==> config.mk <==
export PLATFORM = sky130hd
export DESIGN_NAME = ftdi_rx_packer
export DESIGN_NICKNAME = d
export VERILOG_FILES = /design/src/rtl/ftdi_rx_packer.sv
export SDC_FILE = /design/constraint.sdc
export NUM_CORES = 1
export LEC_CHECK = 0
export BUFFER_PORTS_ARGS = -buffer_cell sky130_fd_sc_hd__buf_2
export CORE_MARGIN = 4
export CORE_UTILIZATION = 50
export CTS_BUF_LIST = sky130_fd_sc_hd__clkbuf_4 sky130_fd_sc_hd__clkbuf_8
export CTS_CLUSTER_SIZE = 40
export DETAILED_ROUTE_END_ITERATION = 6
export PLACE_DENSITY = 0.76
export REMOVE_ABC_BUFFERS = 1
export SLEW_MARGIN = 0
export SYNTH_ARGS = -nofsm -noshare
export SYNTH_HDL_FRONTEND = slang
export SYNTH_SLANG_ARGS = --single-unit
==> constraint.sdc <==
create_clock -name clk_i -period 2.6 [get_ports clk_i]
set_input_delay 0.13 -clock clk_i [delete_from_list [all_inputs] [get_ports clk_i]]
set_output_delay 0.13 -clock clk_i [all_outputs]
set_load 0.1 [all_outputs]
==> src/rtl/ftdi_rx_packer.sv <==
// Packs bytes read from an FTDI FT245-style FIFO into 16-bit words and buffers
// them in a small first-word-fall-through FIFO with sticky overflow reporting.
module ftdi_rx_packer #(
    parameter int DEPTH_LOG2 = 2
) (
    input  logic                  clk_i,
    input  logic                  rst_n_i,
    input  logic [7:0]            data_i,
    input  logic                  rxf_n_i,
    input  logic                  rd_n_i,
    input  logic                  flush_i,
    input  logic                  clr_ovf_i,
    output logic [15:0]           m_data_o,
    output logic                  m_partial_o,
    output logic                  m_valid_o,
    input  logic                  m_ready_i,
    output logic [DEPTH_LOG2:0]   level_o,
    output logic                  almost_full_o,
    output logic                  overflow_o
);

    localparam int DEPTH = 2 ** DEPTH_LOG2;
    localparam logic [DEPTH_LOG2:0]   LVL_FULL = (DEPTH_LOG2 + 1)'(DEPTH);
    localparam logic [DEPTH_LOG2:0]   LVL_AF   = (DEPTH_LOG2 + 1)'(DEPTH - 1);
    localparam logic [DEPTH_LOG2:0]   LVL_ONE  = (DEPTH_LOG2 + 1)'(1);
    localparam logic [DEPTH_LOG2-1:0] PTR_ONE  = DEPTH_LOG2'(1);

    typedef enum logic {
        IDLE    = 1'b0,
        HAVE_LO = 1'b1
    } pack_state_t;

    pack_state_t state_q, state_d;
    logic [7:0]  lo_q;

    logic        accept;
    logic        push;
    logic        push_partial;
    logic [15:0] push_data;
    logic        load_lo;

    logic [16:0]           mem_q [DEPTH];
    logic [DEPTH_LOG2-1:0] wr_ptr_q, rd_ptr_q;
    logic [DEPTH_LOG2:0]   level_q;
    logic                  overflow_q;
    logic                  full, pop, do_write, drop;

    assign accept = !rd_n_i && !rxf_n_i;

    always_ff @(posedge clk_i or negedge rst_n_i) begin
        if (!rst_n_i) begin
            state_q <= IDLE;
            lo_q    <= 8'h00;
        end else begin
            state_q <= state_d;
            if (load_lo) begin
                lo_q <= data_i;
            end
        end
    end

    always_comb begin
        state_d = state_q;
        case (state_q)
            IDLE:    if (accept && !flush_i) state_d = HAVE_LO;
            HAVE_LO: if (accept || flush_i)  state_d = IDLE;
            default: state_d = IDLE;
        endcase
    end

    // A second byte always completes the word, so a coincident flush is moot.
    always_comb begin
        push         = 1'b0;
        push_partial = 1'b0;
        push_data    = 16'h0000;
        load_lo      = 1'b0;
        case (state_q)
            IDLE: begin
                if (accept && flush_i) begin
                    push         = 1'b1;
                    push_partial = 1'b1;
                    push_data    = {8'h00, data_i};
                end else if (accept) begin
                    load_lo = 1'b1;
                end
            end
            HAVE_LO: begin
                if (accept) begin
                    push      = 1'b1;
                    push_data = {data_i, lo_q};
                end else if (flush_i) begin
                    push         = 1'b1;
                    push_partial = 1'b1;
                    push_data    = {8'h00, lo_q};
                end
            end
            default: ;
        endcase
    end

    assign full          = (level_q == LVL_FULL);
    assign m_valid_o     = (level_q != '0);
    assign pop           = m_valid_o && m_ready_i;
    assign do_write      = push && (!full || pop);
    assign drop          = push && full && !pop;
    assign level_o       = level_q;
    assign almost_full_o = (level_q >= LVL_AF);
    assign overflow_o    = overflow_q;

    // Outputs are forced to zero when empty so stale entries never leak out.
    assign m_data_o    = m_valid_o ? mem_q[rd_ptr_q][15:0] : 16'h0000;
    assign m_partial_o = m_valid_o ? mem_q[rd_ptr_q][16]   : 1'b0;

    always_ff @(posedge clk_i or negedge rst_n_i) begin
        if (!rst_n_i) begin
            for (int i = 0; i < DEPTH; i++) begin
                mem_q[i] <= '0;
            end
            wr_ptr_q   <= '0;
            rd_ptr_q   <= '0;
            level_q    <= '0;
            overflow_q <= 1'b0;
        end else begin
            if (do_write) begin
                mem_q[wr_ptr_q] <= {push_partial, push_data};
                wr_ptr_q        <= wr_ptr_q + PTR_ONE;
            end
            if (pop) begin
                rd_ptr_q <= rd_ptr_q + PTR_ONE;
            end
            if (do_write && !pop) begin
                level_q <= level_q + LVL_ONE;
            end else if (pop && !do_write) begin
                level_q <= level_q - LVL_ONE;
            end
            if (drop) begin
                overflow_q <= 1'b1;
            end else if (clr_ovf_i) begin
                overflow_q <= 1'b0;
            end
        end
    end

endmodule
==> results.yml, run 1 <==
critical_path:
  crit_family: "simple AND/OR/NAND/NOR gates"
  rr_startpoint: "level_o[0]"
  worst_ep_required_time_ns: 2.89
  endpoint_kind: "flip-flop"
  worstRegToRegCells: 8
  cp-endpoint: "level_o[2]"
  cpMaxStageDelayCell: "or3_2"
  cp.buffers_inverters: 1
  startpoint_type: "flip-flop"
  crit_fanout: 7
  rrSetupSlack_ns: 0.34
  crit_top_cell: "xor2_1"
  crit_arrival_ns: 2.56
  cpPeakStageDelay_ns: 0.52
  path_depth: 8
  reg2reg_to: "level_o[2]"
  crit_chain: "or3_2 > nand2_1 > ha_1 > inv_1 > fa_1 > xor2_1 > nor2_1 > xor2_1"
  critical_path_class: "reg -> reg"
  critPathLaunch: "level_o[0]"
cts:
  cts_resized: 0
  cts_tree: "done"
  clkSlewWorstSetupHoldPaths_ns: 0.09
  clock-root-buffer: "clkbuf_8"
  cts_max_level: 3
  cts.path.max_buffers: 2
  clock_latency_ns: 0.36
  clkSinkCount: 85
  numCtsBuffers: 9
placed_design:
  pre_cts_ws_ns: 0.324
  io_buffers: 37
  placedCellCount: 443
  gp_congestion: 0.833
  hpwl_um: 6120
floorplanning:
  die_area_mm2: 0.0106
  start_util: 0.515
  coreArea_mm2: 0.00872
  die_h_um: 103
  rows: 34
  ioPinCount: 38
  die_w_um: 103
layout:
  syn2layout_area_growth_pct: 13.6
  fin_nets: 369
  n_fill_cell: 688
  utilization: 0.585
  diodes: 0
  regArea_mm2: 0.00213
  multi_input_area_mm2: 0.00223
  stdcell_count: 461
  final_common_cell: "dfrtp_1"
  final_cell_mix: "85 x dfrtp_1, 40 x mux2_4, 36 x buf_2"
  drive_above_1_share: 0.487
global_route:
  antenna_found_initial: 0
  grt_first_pass_wirelength_um: 15500
  grt.total_usage: 0.192
  grt_remaining_overflow: 0
  grt_pass1_vias: 2940
  grt_max_degree: 47
logic_synthesis:
  syn_area_mm2: 0.00449
  async_flop_share: 1.00
  avgSynthCellArea_um2: 14.9
  synth-seq-area-share: 0.474
  synth_cell_types: 31
  synthFlopType: "dfrtp_1"
  synthCells: 302
  synth_edf_count: 0
  yosys_warnings: 0
  synth-seq-cells: 85
sta:
  hold_violations: 0
  worstMarginPinSlew_ns: 0.688
  rsz0062_at_grt: "false"
  maxSlewViolCount: 0
  slew_headroom: 0.540
  clock.fmax_mhz: 442
  finalWorstSetupSlack_ns: 0.335
  fin_skew_ns: 0.0112
  period_minus_slack_ns: 2.26
  setup_viol: 0
  final.period_utilization: 0.871
route:
  wire_per_inst_um: 19.8
  drt_pass1_iterations: 5
  route.vias.total: 2710
  wl_um: 9140
  drt_iter0_drc: 127
  via_per_inst: 5.88
  drc: 0
  antenna_left: 0
run:
  drv_cap: 0
pwr:
  p_per_area_mw_per_mm2: 1120
  ir_worst_vdd_v: 0.00122
  total_power_uw: 5720
  p_leak_uw: 0.00244
min_path:
  hold_depth: 2
  hold_class: "in -> reg"
outcome:
  status: "finished, final reports clean"
[state kept, by name (all words and copies together) (netlist names)]
name        flops
level_o         3
lo_q            8
mem_q          68
overflow_o      1
rd_ptr_q        2
state_q         1
wr_ptr_q        2
[Yosys cell counts, types with 8 or more instances]
library cell  count  share of area
dfrtp_1          85           0.47
mux2_4           40           0.13
mux2_2           34          0.085
and2_1           17          0.024
and3_1           17          0.024
mux4_2           17          0.085
clkbuf_1         13          0.011
a211o_1           8          0.016
nor4b_1           8          0.016
nor4bb_1          8          0.018
[kinds of logic (layout without fill, tap and decap cells)]
| family | count (synthesis) | count (layout) | share of synthesized area |
|---|---|---|---|
| compound gates | 21 | 21 | 0.0373 |
| xor+xnor | 7 | 7 | 0.0136 |
| fa+ha+maj | 6 | 6 | 0.0184 |
| buf+inv | 26 | 77 | 0.0298 |
| flops | 85 | 85 | 0.474 |
| mux | 91 | 91 | 0.304 |
| simple gates | 66 | 66 | 0.123 |
[power by group]
group	internal (uW)	switching [uW]
registers	1700	282
clock network	580	484
logic	971	1700
total	3250	2470
[worst min path at each step]
| stage | startpoint | to |
|---|---|---|
| after floorplan | rst_n_i | level_o[0] |
| after global placement | rst_n_i | level_o[0] |
| after detailed placement | rst_n_i | rd_ptr_q[1] |
| after CTS | data_i[7] | lo_q[7] |
| after global routing | data_i[2] | lo_q[2] |
| final | data_i[6] | lo_q[6] |
[per-stage QoR]
step           hold slack, ns  setup TNS [ns]  cell area, um2
3_5_place_dp            0.140               0            4860
3_3_place_gp            0.141               0            4860
5_1_grt                0.0463               0            5100
6_report               0.0476               0            5100
2_1_floorplan          -0.166           -9.58            4370
4_1_cts                0.0370               0            5100
[area by class of cell]
cell class,count,share of cell area
multi-input combinational,191,0.437
sequential,85,0.417
timing repair buffer,57,0.0721
clock buffer,11,0.0284
tap,108,0.0265
clock inverter,5,0.0164
inverter,4,0.00294
[routing by layer]
layer,track usage,wire (um)
met1,0.265,4110
met2,0.303,4520
met3,0.0365,333
met4,0.0747,177
met5,0,0
[worst register-to-register path: stages (launching register included)]
cell and delay (ns):
dfrtp_1 0.50, or3_2 0.52, nand2_1 0.12, ha_1 0.21, inv_1 0.07, fa_1 0.38
xor2_1 0.15, nor2_1 0.12, xor2_1 0.15
[repair_timing]
item	4_1_cts	5_1_grt
buffers inserted	0	0
hold buffers	2	0
endpoints found under the hold margin	40	0
Note: power is estimated with default switching activity, not from simulation.
==> run 2, diff against run 1 <==
Settings changed: GPL_TIMING_DRIVEN set to 0.
==> run 2 against run 1 <==
Final area fell by 0.39%. Register-to-register slack got worse by 0.14 ns. Sequential power rose by 6%. Clock skew rose by 0.0014 ns. Die area did not move. Critical path type unchanged. Critical endpoint unchanged.
==> results.yml, run 2 (synthesis gave the netlist of run 1 again) <==
outcome:
  status: "finished, final reports clean"
floorplanning:
  die_area_mm2: 0.0106
  ioPinCount: 38
  die_h_um: 103
  die_w_um: 103
  coreArea_mm2: 0.00872
  start_util: 0.515
  rows: 34
placed_design:
  hpwl_um: 5850
  pre_cts_ws_ns: -0.578
  io_buffers: 37
  placedCellCount: 430
  gp_congestion: 0.719
route:
  route.vias.total: 2639
  wire_per_inst_um: 19.4
  wl_um: 8800
  antenna_left: 0
  drc: 0
  drt_pass1_iterations: 4
  drt_iter0_drc: 181
  via_per_inst: 5.83
critical_path:
  startpoint_type: "flip-flop"
  rr_startpoint: "state_q"
  worst_ep_required_time_ns: 2.88
  crit_fanout: 21
  cpMaxStageDelayCell: "dfrtp_4"
  cp.buffers_inverters: 1
  crit_arrival_ns: 2.68
  crit_family: "adder cells"
  cpPeakStageDelay_ns: 0.57
  rrSetupSlack_ns: 0.20
  reg2reg_to: "level_o[2]"
  worstRegToRegCells: 8
  crit_top_cell: "xor2_1"
  endpoint_kind: "flip-flop"
  critical_path_class: "reg -> reg"
  crit_chain: "a2bb2oi_2 > nor3_2 > ha_1 > inv_1 > fa_1 > xor2_1 > nor2_1 > xor2_1"
min_path:
  worst_hold_startpoint: "data_i[6]"
  hold_depth: 2
  min_to: "lo_q[6]"
  hold_class: "in -> reg"
cts:
  clock_latency_ns: 0.35
  clock-root-buffer: "clkbuf_8"
  cts_tree: "done"
  cts.path.max_buffers: 2
  clkSinkCount: 85
  cts_max_level: 3
  numCtsBuffers: 9
  clkSlewWorstSetupHoldPaths_ns: 0.09
sta:
  slew_headroom: 0.378
  rsz0062_at_grt: "false"
  worstMarginPinSlew_ns: 0.932
  setup_viol: 0
  fin_skew_ns: 0.0126
  clock.fmax_mhz: 417
  period_minus_slack_ns: 2.40
  finalWorstSetupSlack_ns: 0.200
  maxSlewViolCount: 0
  hold_violations: 0
  final.period_utilization: 0.923
pwr:
  p_per_area_mw_per_mm2: 1110
  ir_worst_vdd_v: 0.00123
  p_leak_uw: 0.00241
  total_power_uw: 5630
layout:
  final_cell_mix: "83 x dfrtp_1, 40 x mux2_4, 36 x buf_2"
  top_register: "mem_q"
  syn2layout_area_growth_pct: 13.2
  final_common_cell: "dfrtp_1"
  fin_nets: 361
  n_fill_cell: 656
  largest_register_ffs: 68
  drive_above_1_share: 0.487
  stdcell_count: 453
  diodes: 0
run:
  drv_cap: 0
global_route:
  grt_remaining_overflow: 0
  antenna_found_initial: 0
  grt.total_usage: 0.178
  grt_first_pass_wirelength_um: 14500
  grt_max_degree: 55
  grt_pass1_vias: 2753
## run 2: layer usage
metal	GRT usage	share of wire	wire [um]	vias to the layer above
li1	-	-	-	1204
met1	0.249	0.47	4110	1372
met2	0.284	0.49	4280	49
met3	0.0277	0.033	289	14
met4	0.0618	0.014	122	0
met5	0	0	0	-
## run 2: worst max-delay path by stage
stage | start | to | slack, ns | depth (start not counted)
CTS | level_o[1] | level_o[1] | 0.07 | 6
detailed placement | state_q | level_o[2] | -0.58 | 8
global route | state_q | level_o[2] | 0.08 | 8
floorplan | level_o[0] | level_o[2] | -0.47 | 8
global placement | state_q | mem_q[1] | -0.63 | 3
finish | state_q | level_o[2] | 0.20 | 8
## run 2: report_power, final
| part | switching (uW) | internal [uW] |
|---|---|---|
| Clock | 482 | 546 |
| Combinational | 1560 | 936 |
| Sequential | 402 | 1700 |
| Total | 2450 | 3180 |
## run 2: layout make-up
class                      count  area, um2  share of cell area
multi-input combinational    191       2240               0.441
clock buffer                   9        124              0.0244
inverter                       4       15.0             0.00295
sequential                    85       2130               0.419
tap                          108        135              0.0266
clock inverter                 7        100              0.0197
timing repair buffer          49        337              0.0662
## run 2: metrics by stage
stage / hold WS (ns) / utilization / TNS [ns] / instance area (um2)
5_1_grt: 0.0306 / 0.583 / 0 / 5080
3_5_place_dp: 0.107 / 0.548 / -14.24 / 4780
3_3_place_gp: 0.326 / 0.538 / -37.63 / 4690
4_1_cts: 0.0323 / 0.578 / 0 / 5040
6_report: 0.0517 / 0.583 / 0 / 5080
2_1_floorplan: -0.166 / - / -9.58 / 4370
## run 2: what timing repair did
action,in CTS,in global routing
endpoints found under the hold margin,32,0
pin swaps,1,1
resized for setup,6,0
endpoints found under the setup margin,84,2
setup buffers,0,5
hold buffers,2,0
==> run 3, diff against run 2 <==
==> constraint.sdc (replaced) <==
create_clock -name clk_i -period 2.6 [get_ports clk_i]
set_input_delay 0.52 -clock clk_i [delete_from_list [all_inputs] [get_ports clk_i]]
set_output_delay 0.52 -clock clk_i [all_outputs]
set_load 0.1 [all_outputs]
==> run 3 against run 2 <==
Clock power about the same. Clock skew about the same. Final area about the same.
==> results.yml, run 3 (synthesis gave the netlist of run 1 again) <==
floorplanning:
  die_area_mm2: 0.0106
  die_h_um: 103
  rows: 34
  coreArea_mm2: 0.00872
  die_w_um: 103
  ioPinCount: 38
  start_util: 0.515
cts:
  holdBufCountCts: 0
  numCtsBuffers: 9
  cts_tree: "done"
  clock-root-buffer: "clkbuf_8"
  clock_latency_ns: 0.35
  cts.path.max_buffers: 2
  clkSlewWorstSetupHoldPaths_ns: 0.09
  clkSinkCount: 85
  cts_max_level: 3
critical_path:
  crit_fanout: 7
  worst_ep_required_time_ns: 2.84
  startpoint_type: "flip-flop"
  endpoint_kind: "flip-flop"
  crit_arrival_ns: 2.75
  rrSetupSlack_ns: 0.09
  critical_path_class: "reg -> reg"
layout:
  n_fill_cell: 653
  fin_area_mm2: 0.00509
  diodes: 0
  final_common_cell: "dfrtp_1"
  top_register: "mem_q"
  fin_nets: 358
  syn2layout_area_growth_pct: 13.3
  largest_register_ffs: 68
  drive_above_1_share: 0.497
  final_cell_mix: "80 x dfrtp_1, 40 x mux2_4, 36 x buf_2"
global_route:
  grt_pass1_vias: 2765
  grt.total_usage: 0.179
  antenna_found_initial: 0
  grt_first_pass_wirelength_um: 14600
  grt_max_degree: 55
  grt_remaining_overflow: 0
outcome:
  status: "finished, final reports clean"
sta:
  fin_skew_ns: 0.0131
  setup_viol: 0
  rsz0062_at_grt: "false"
  clock.fmax_mhz: 398
  period_minus_slack_ns: 2.51
  slew_headroom: 0.455
  worstMarginPinSlew_ns: 0.814
  hold_violations: 0
  timing.hold.ws_ns: 0.112
  maxSlewViolCount: 0
  final.period_utilization: 0.966
route:
  drt_iter0_drc: 197
  route.top_layer_used: "met4"
  drt_pass1_iterations: 4
  antenna_left: 0
  route.vias.total: 2633
  wl_um: 8800
  drc: 0
  met2_length_um: 4270
  wire_per_inst_um: 19.6
  met3_length_um: 301
  via_per_inst: 5.85
  wl_met1_um: 4100
pwr:
  total_power_uw: 5710
  ir_worst_vdd_v: 0.00124
  p_leak_uw: 0.00240
  p_per_area_mw_per_mm2: 1120
placed_design:
  io_buffers: 37
  hpwl_um: 5850
  placed_area_mm2: 0.00478
  gp_congestion: 0.719
min_path:
  hold_class: "in -> async"
run:
  drv_cap: 0
[run 3: worst max-delay path, cell delays in order, from the launching register on]
cell and delay [ns]:
dfrtp_2 0.48, nor4b_4 0.70, nor3_2 0.20, ha_1 0.27
inv_1 0.08, fa_1 0.41, mux2_2 0.27
[run 3: final timing paths]
path	from	to	depth (start not counted)
worst max-delay path	level_o[1]	level_o[1]	6
worst min-delay path	rst_n_i	wr_ptr_q[0]	1
worst max register to register	level_o[1]	level_o[1]	6
worst min register to register	mem_q[21]	mem_q[21]	1
max in group asynchronous	rst_n_i	state_q	2
min in group clk_i	clr_ovf_i	overflow_o	2
[run 3: layer usage]
metal,global-route usage,vias to the layer above
li1,-,1195
met4,0.0627,0
met5,0,-
met3,0.0284,14
met1,0.251,1372
met2,0.286,52
[run 3: through the flow]
stage	instances	util	setup slack, ns	TNS [ns]
finish	450	0.584	0.0872	0
global route	450	0.584	0.00821	0
CTS	449	0.582	0.0325	0
detailed placement	430	0.548	-0.578	-17.40
global placement	425	0.538	-0.632	-40.98
floorplan	280	-	-0.522	-16.21
[run 3: repair_timing]
action / 4_1_cts / 5_1_grt
pin swaps: 0 / 1
hold endpoints to repair: 0 / 0
setup endpoints to repair: 84 / 2
resized for setup: 8 / 2
buffers inserted: 3 / 1
[run 3: cell type report]
| type | count | area (um2) | area share |
|---|---|---|---|
| Clock buffer | 9 | 124 | 0.0243 |
| Clock inverter | 7 | 100 | 0.0197 |
| Inverter | 4 | 15.0 | 0.00295 |
| Multi-Input combinational cell | 191 | 2240 | 0.441 |
| Sequential cell | 85 | 2140 | 0.420 |
| Tap cell | 108 | 135 | 0.0266 |
| Timing Repair Buffer | 46 | 334 | 0.0657 |
[run 3: power breakdown]
part           total [uW]  internal [uW]  switching (uW)
clock                1030            546             479
sequential           2040           1710             330
combinational        2640            989            1650
total                5710           3250            2460
